## src/rtl/tap_pkg.sv

```systemverilog
// rtl/tap_pkg.sv - constants shared by the tap conditioner, the game core and benches
package tap_pkg;

  localparam int NUM_HOLES = 8;
  localparam int DEFAULT_DEBOUNCE_CYCLES = 4;

  // Counter only has to reach cycles-1; a single-cycle debounce still needs one bit.
  function automatic int cnt_width(input int cycles);
    return (cycles > 1) ? $clog2(cycles) : 1;
  endfunction

endpackage

```

## src/rtl/tap_debounce_ch.sv

```systemverilog
// rtl/tap_debounce_ch.sv - one button channel: 2-flop synchronizer, debounce counter, level
module tap_debounce_ch #(
  parameter int DEBOUNCE_CYCLES = 4
) (
  input  logic clk,
  input  logic reset,
  input  logic raw,
  output logic level,
  output logic rise
);
  import tap_pkg::*;

  localparam int CNT_W = cnt_width(DEBOUNCE_CYCLES);
  localparam logic [CNT_W-1:0] CNT_MAX = CNT_W'(DEBOUNCE_CYCLES - 1);

  logic             sync1;
  logic             sync2;
  logic [CNT_W-1:0] cnt;
  logic             accept;

  assign accept = (sync2 != level) && (cnt == CNT_MAX);
  // High exactly on the edge where level goes 0->1; the top registers it into tap.
  assign rise   = accept && sync2;

  always_ff @(posedge clk) begin
    if (reset) begin
      sync1 <= 1'b0;
      sync2 <= 1'b0;
      cnt   <= '0;
      level <= 1'b0;
    end else begin
      sync1 <= raw;
      sync2 <= sync1;
      if (sync2 == level) begin
        cnt <= '0;
      end else if (accept) begin
        cnt   <= '0;
        level <= sync2;
      end else begin
        cnt <= cnt + CNT_W'(1);
      end
    end
  end

endmodule

```

## src/rtl/tap_input_conditioner.sv

```systemverilog
// rtl/tap_input_conditioner.sv - debounced buttons to one-cycle tap pulses
// Define TAP_ONEHOT_EN to let only the lowest-index channel pulse when several coincide.
module tap_input_conditioner #(
  parameter int DEBOUNCE_CYCLES = tap_pkg::DEFAULT_DEBOUNCE_CYCLES,
  parameter int NUM_HOLES       = tap_pkg::NUM_HOLES
) (
  input  logic                 clk,
  input  logic                 reset,
  input  logic [NUM_HOLES-1:0] btn_raw,
  input  logic                 pause,
  output logic [NUM_HOLES-1:0] tap,
  output logic [NUM_HOLES-1:0] tap_level,
  output logic                 any_tap
);

  logic [NUM_HOLES-1:0] rise;
  logic [NUM_HOLES-1:0] gated;
  logic [NUM_HOLES-1:0] pulse;

  for (genvar i = 0; i < NUM_HOLES; i++) begin : g_ch
    tap_debounce_ch #(
      .DEBOUNCE_CYCLES(DEBOUNCE_CYCLES)
    ) u_ch (
      .clk  (clk),
      .reset(reset),
      .raw  (btn_raw[i]),
      .level(tap_level[i]),
      .rise (rise[i])
    );
  end

  // Edges accepted during pause are dropped outright, never queued.
  always_comb begin
    gated = pause ? '0 : rise;
`ifdef TAP_ONEHOT_EN
    pulse = gated & (~gated + NUM_HOLES'(1));
`else
    pulse = gated;
`endif
  end

  always_ff @(posedge clk) begin
    if (reset) begin
      tap     <= '0;
      any_tap <= 1'b0;
    end else begin
      tap     <= pulse;
      any_tap <= |pulse;
    end
  end

endmodule
```

## config.mk

```make
export PLATFORM = sky130hd
export DESIGN_NAME = tap_input_conditioner
export DESIGN_NICKNAME = d
export VERILOG_FILES = /design/src/rtl/tap_pkg.sv /design/src/rtl/tap_debounce_ch.sv /design/src/rtl/tap_input_conditioner.sv
export SDC_FILE = /design/constraint.sdc
export NUM_CORES = 1
export LEC_CHECK = 0
export ABC_AREA = 0
export CELL_PAD_IN_SITES_DETAIL_PLACEMENT = 1
export CELL_PAD_IN_SITES_GLOBAL_PLACEMENT = 1
export CORE_AREA = 2 2 69 71
export CTS_CLUSTER_DIAMETER = 80
export DETAILED_ROUTE_END_ITERATION = 7
export DIE_AREA = 0 0 71 73
export PLACE_DENSITY_LB_ADDON = 0.3
export RECOVER_POWER = 100
export SLEW_MARGIN = 20
export SYNTH_ARGS = -nofsm -noshare
export SYNTH_HDL_FRONTEND = slang
export SYNTH_SLANG_ARGS = --single-unit
```

## constraint.sdc

```tcl
create_clock -name clk -period 3.07 [get_ports clk]
set_input_delay 0.614 -clock clk [delete_from_list [all_inputs] [get_ports clk]]
set_output_delay 0.614 -clock clk [all_outputs]
set_load 0.02 [all_outputs]
```

Word-level counts from Yosys, hierarchy flattened
Cells that the tools add are included.
{"block": "word_totals", "reg_bits": 49, "wordCells": 108}
{"block": "op_classes", "addsub": 8, "n_eq_ne": 24, "reduce_logical": 33, "muxes": 1, "n_bitwise": 8}
{"cell": "$reduce_or 3->1", "n": 8}
{"cell": "$add 2x1->2 const B", "n": 8}
{"cell": "$eq 2x2->1 const B", "n": 8}
{"cell": "$logic_and 1x1->1", "n": 16}
{"cell": "$reduce_and 2->1", "n": 8}
{"cell": "$eq 1x1->1", "n": 8}
{"cell": "$mux 8", "n": 1}
{"cell": "$ne 1x1->1", "n": 8}
{"cell": "$not 1->1", "n": 8}
{"cell": "$reduce_or 8->1", "n": 1}

Depth between registers and ports, before layout
{"block": "logic_depth", "depth_word": 5, "depth_mapped": 4, "ltp_nobuf": 4}

Modules after synthesis
A second synthesis with hierarchy kept.
{"block": "hier_totals", "hier_cells": 141, "area_unflattened_um2": 1669.1}
{"mod": "tap_debounce_ch", "area_per_inst_um2": 173.9, "seq_area_each_um2": 100.1, "cells_each": 15, "n_inst": 8}
{"mod": "tap_input_conditioner", "area_per_inst_um2": 277.8, "seq_area_each_um2": 180.2, "cells_each": 21, "n_inst": 1}

Worst setup path after synthesis
Ideal clock, no wire load.
{"block": "synth_path", "path_kind": "input -> register", "start": "in reset", "end": "reg g_ch[1].u_ch.cnt[0]", "required_ps": 3008, "path_stages": 3, "path_slack_ps": 1848, "arrival_time_ps": 1160, "path_cell_list": "buf_6 > or3_4 > nor2_2"}
{"block": "synth_via", "elab_chain_len": 1}
{"element": "from (decl)", "line": "tap_input_conditioner.sv:8", "rtl": "input logic reset,"}
{"element": "$reduce_or 3->1 (no line)"}
{"element": "to (signal assigned)", "line": "tap_debounce_ch.sv:40", "rtl": "cnt <= cnt + CNT_W'(1);"}
{"element": "to (decl)", "line": "tap_debounce_ch.sv:18", "rtl": "logic [CNT_W-1:0] cnt;"}
Every way passes these cells.
A chain may end at the register's enable or synchronous reset.

Worst setup path in the final report
Ends and elaborated chain as after synthesis.

==> qor_table.md <==
| Step | Parameter | Reported |
|---|---|---|
| placed design | Placer Congestion | 0.654 |
| cts | Hold-fix buffers, CTS | 0 |
| cts | CTS tree | built |
| final layout | Number of fill cells | 505 |
| critical path | Data required, critical path | 3.27 ns |
| timing | Final worst clock skew | 0.00742 ns |
| placed design | Setup WS pre-CTS | 0.912 ns |
| placed design | Buffers added on ports | 27 |
| critical path | Critical setup path kind | input pin to register |
| timing | Final-report max-slew violation count | 0 |
| global routing | Initial antenna violation count | 0 |
| logic synthesis | Compound-gate portion of the synthesized area | 0.0322 |
| cts | Clk Latency, worst-skew pair | 0.29 ns |
| logic synthesis | Number of library cell types mapped by synthesis | 23 |
| final layout | Non-filler instance count after layout | 240 |
| global routing | Remaining Overflow, GRT | 0 |
| logic synthesis | Fraction of the yosys area taken by sequential cells | 0.574 |
| floorplan | Overall die width | 71 um |
| timing | Setup slack after layout | 0.845 ns |
| cts | Clock Tree Root | clkbuf_8 |
| logic synthesis | Warning count from the yosys run | 0 |
| timing | Worst-margin pin slew | 0.886 ns |
| placed design | Placed Instances | 233 |
| placed design | Half-perimeter wire length of the detailed placement result | 2.16 mm |
| logic synthesis | Post-synthesis share of cell area spent on full adders, half adders and majority gates | 0.0586 |
| critical path | Max Fanout on Critical Path | 22 |
| routing | Final ANT Viol Nets | 0 |
| floorplan | Vertical die dimension | 73 um |
| routing | TritonRoute pass-1 iters | 2 |
| routing | Starting DRC count in detailed routing | 18 |
| final layout | Area growth syn-to-layout | 19.8% |
| run | Number of maximum-capacitance violations | 0 |
| routing | Total met3 wirelength after detailed routing | 159 um |
| timing | Final setup TNS | 0 ns |
| cts | Number of buffers on the longest clock path | 2 |
| logic synthesis | Yosys reg bits | 49 |
| timing | Period Utilization, post-route | 0.725 |
| logic synthesis | Number of nets in the synthesized netlist | 182 |
| logic synthesis | Mapped cell area | 0.00171 mm^2 |
| timing | Number of endpoints with negative hold slack in the final report | 0 |
| global routing | Global-route wire length before repair | 5.05 mm |
| timing | Relative max-transition margin | 0.409 |
| routing | Post-detailed-route via-to-cell ratio | 4.53 |
| global routing | Pin count of the biggest net entering global routing | 23 |
| floorplan | Ports | 28 |
| critical path | Crit path arrival time | 2.42 ns |
| global routing | Gr usage total | 0.128 |
| cts | Clock tree sinks | 49 |
| floorplan | Die outline area | 0.00518 mm^2 |
| logic synthesis | Multiplexer share of the synthesized area | 0.0176 |
| timing | Smallest hold slack | 0.423 ns |
| routing | WL met2 | 1.58 mm |
| routing | Average detailed-routed wire length per instance | 12.4 um |
| cts | Clock Pin Slew Worst Setup and Hold Paths | 0.08 ns |
| routing | Uppermost metal layer occupied by signal nets | met4 |
| critical path | Combined buffer and inverter count along the critical path | 2 |
| power | Overall power after layout | 0.00106 W |
| cts | CTS Buf Count | 5 |
| timing | Max Fclk | 450 MHz |
| final layout | Antenna cells | 0 |
| critical path | Kind of start point of the critical path | input pin |
| logic synthesis | Average footprint of a synthesized cell | 10.5 um^2 |
| critical path | Cell with the biggest individual delay on the critical path | dlygate4sd3_1 |
| routing | Total via count after detailed routing | 1087 |
| cts | # resized after CTS | 0 |
| floorplan | Starting density of the core | 0.377 |
| critical path | Chain of cells forming the critical path | dlygate4sd3_1, clkbuf_1, or3_1, nor2_2 |
| final layout | Proportion of layout cells with a drive suffix above 1 | 0.0430 |
| power | Static Leak | 0.833 nW |
| power | VDD IR-drop max | 0.278 mV |
| global routing | Number of global-route vias before repair | 1135 |
| routing | M1 wire length | 1.20 mm |
| status | Result of the run | completed |
| cts | Count of H-tree levels built during CTS | 2 |
| final layout | Layout net count | 205 |
| logic synthesis | Area share of and/or/nand/nor cells after synthesis | 0.209 |
| logic synthesis | XOR/XNOR Fraction of Synth Area | 0.0410 |
| timing | Post-route minimum period | 2.22 ns |
| logic synthesis | Main combinational cell family by area after synthesis | simple AND/OR/NAND/NOR gates |
| routing | DRC violation count after routing | 0 |
| floorplan | Count of standard-cell rows | 25 |
| timing | Number of endpoints failing setup at the final stage | 0 |
| logic synthesis | Post-Syn Instances | 163 |
| routing | Post-Route WL | 2.96 mm |
| floorplan | Area of the core region | 0.00454 mm^2 |
| min path | Min-Delay Path Class | register to register |
| critical path | Maximum single-stage delay on the critical path | 0.78 ns |
| critical path | Kind of cell with the highest combined delay on the critical path | buffers and inverters |
| timing | Unrepaired setup endpoints after global routing | no |
| cts | Post-CTS setup buffer count | 0 |
| power | Cell Pwr Density | 519 mW/mm^2 |
| critical path | Category of the worst setup path capture point | register |
[cells in the mapped netlist (all sizes together)]
library cell,number,area [um^2]
dfxtp,49,981
nor2,23,91.3
nor2b,16,100
buf,11,81.3
ha,8,100
inv,8,30.0
or3,8,55.1
xnor2,8,70.1
a21oi,5,25.0
nand2,5,18.8
nor3,5,25.0
or2b,5,37.5
mux2i,3,30.0
nand3b,3,22.5
o22ai,2,12.5
clkbuf,1,3.75
o2111ai,1,8.76
o31a,1,8.76
or2,1,6.26
[registers in the layout, summed over array words and instances, names as in the netlist]
signal / cells
g_ch.u_ch.sync1: 8
g_ch.u_ch.sync2: 8
g_ch.u_ch.cnt: 16
g_ch.u_ch.level: 8
any_tap: 1
tap: 8
[cell usage in the layout (no fill, tap or decap), drive strengths merged, types with 5 or more instances in the layout]
| cell | n |
|---|---|
| dfxtp | 49 |
| nor2 | 23 |
| dlygate4sd3 | 18 |
| nor2b | 16 |
| clkdlybuf4s50 | 9 |
| inv | 8 |
| xnor2 | 8 |
| or3 | 8 |
| ha | 8 |
| clkbuf | 8 |
| nand2 | 5 |
| or2b | 5 |
| a21oi | 5 |
| nor3 | 5 |
[through the flow]
| stage | instance area, um^2 | utilization |
|---|---|---|
| 6_report | 2050 | 0.451 |
| 5_1_grt | 2050 | 0.451 |
| 4_1_cts | 2050 | 0.453 |
| 3_5_place_dp | 1970 | 0.434 |
| 3_3_place_gp | 1970 | 0.434 |
| 2_1_floorplan | 1710 | - |
[path summary, 6_finish.rpt]
check,slack (ns),from,to,cells after the start
worst max-delay path,0.85,reset,g_ch[1].u_ch.cnt[0],4
worst min-delay path,0.42,g_ch[6].u_ch.cnt[0],g_ch[6].u_ch.cnt[0],1
worst max register to register,1.87,g_ch[3].u_ch.cnt[0],any_tap,4
worst min register to register,0.42,g_ch[6].u_ch.cnt[0],g_ch[6].u_ch.cnt[0],1
[area by class of cell]
| type | count | area [um^2] | share of cell area |
|---|---|---|---|
| tap | 54 | 67.6 | 0.0330 |
| multi-input combinational | 94 | 607 | 0.297 |
| timing repair buffer | 28 | 274 | 0.134 |
| clock buffer | 7 | 86.3 | 0.0422 |
| inverter | 8 | 30.0 | 0.0147 |
| sequential | 49 | 981 | 0.480 |
[per-layer routing]
layer,vias to the layer above,global-route usage
met2,19,0.233
met1,507,0.131
met4,0,0.0566
met3,2,0.0511
li1,559,-
met5,-,0
[kinds of logic (layout without fill, tap and decap cells)]
| kind of cell | after synthesis | after routing |
|---|---|---|
| and+or+nand+nor | 66 | 66 |
| DFF | 49 | 49 |
| buffers and inverters | 20 | 43 |
| AOI/OAI and AO/OA | 9 | 9 |
| adders and majority gates | 8 | 8 |
| xor gates and xnor gates | 8 | 8 |
| muxes | 3 | 3 |
[power by group]
group | internal, W | total (W) | switching, W
combinational | 0.0000222 | 0.0000388 | 0.0000165
sequential | 0.000648 | 0.000654 | 0.00000583
clock | 0.000179 | 0.000368 | 0.000189
total | 0.000849 | 0.00106 | 0.000212
Power figures use the tool's default switching activity.
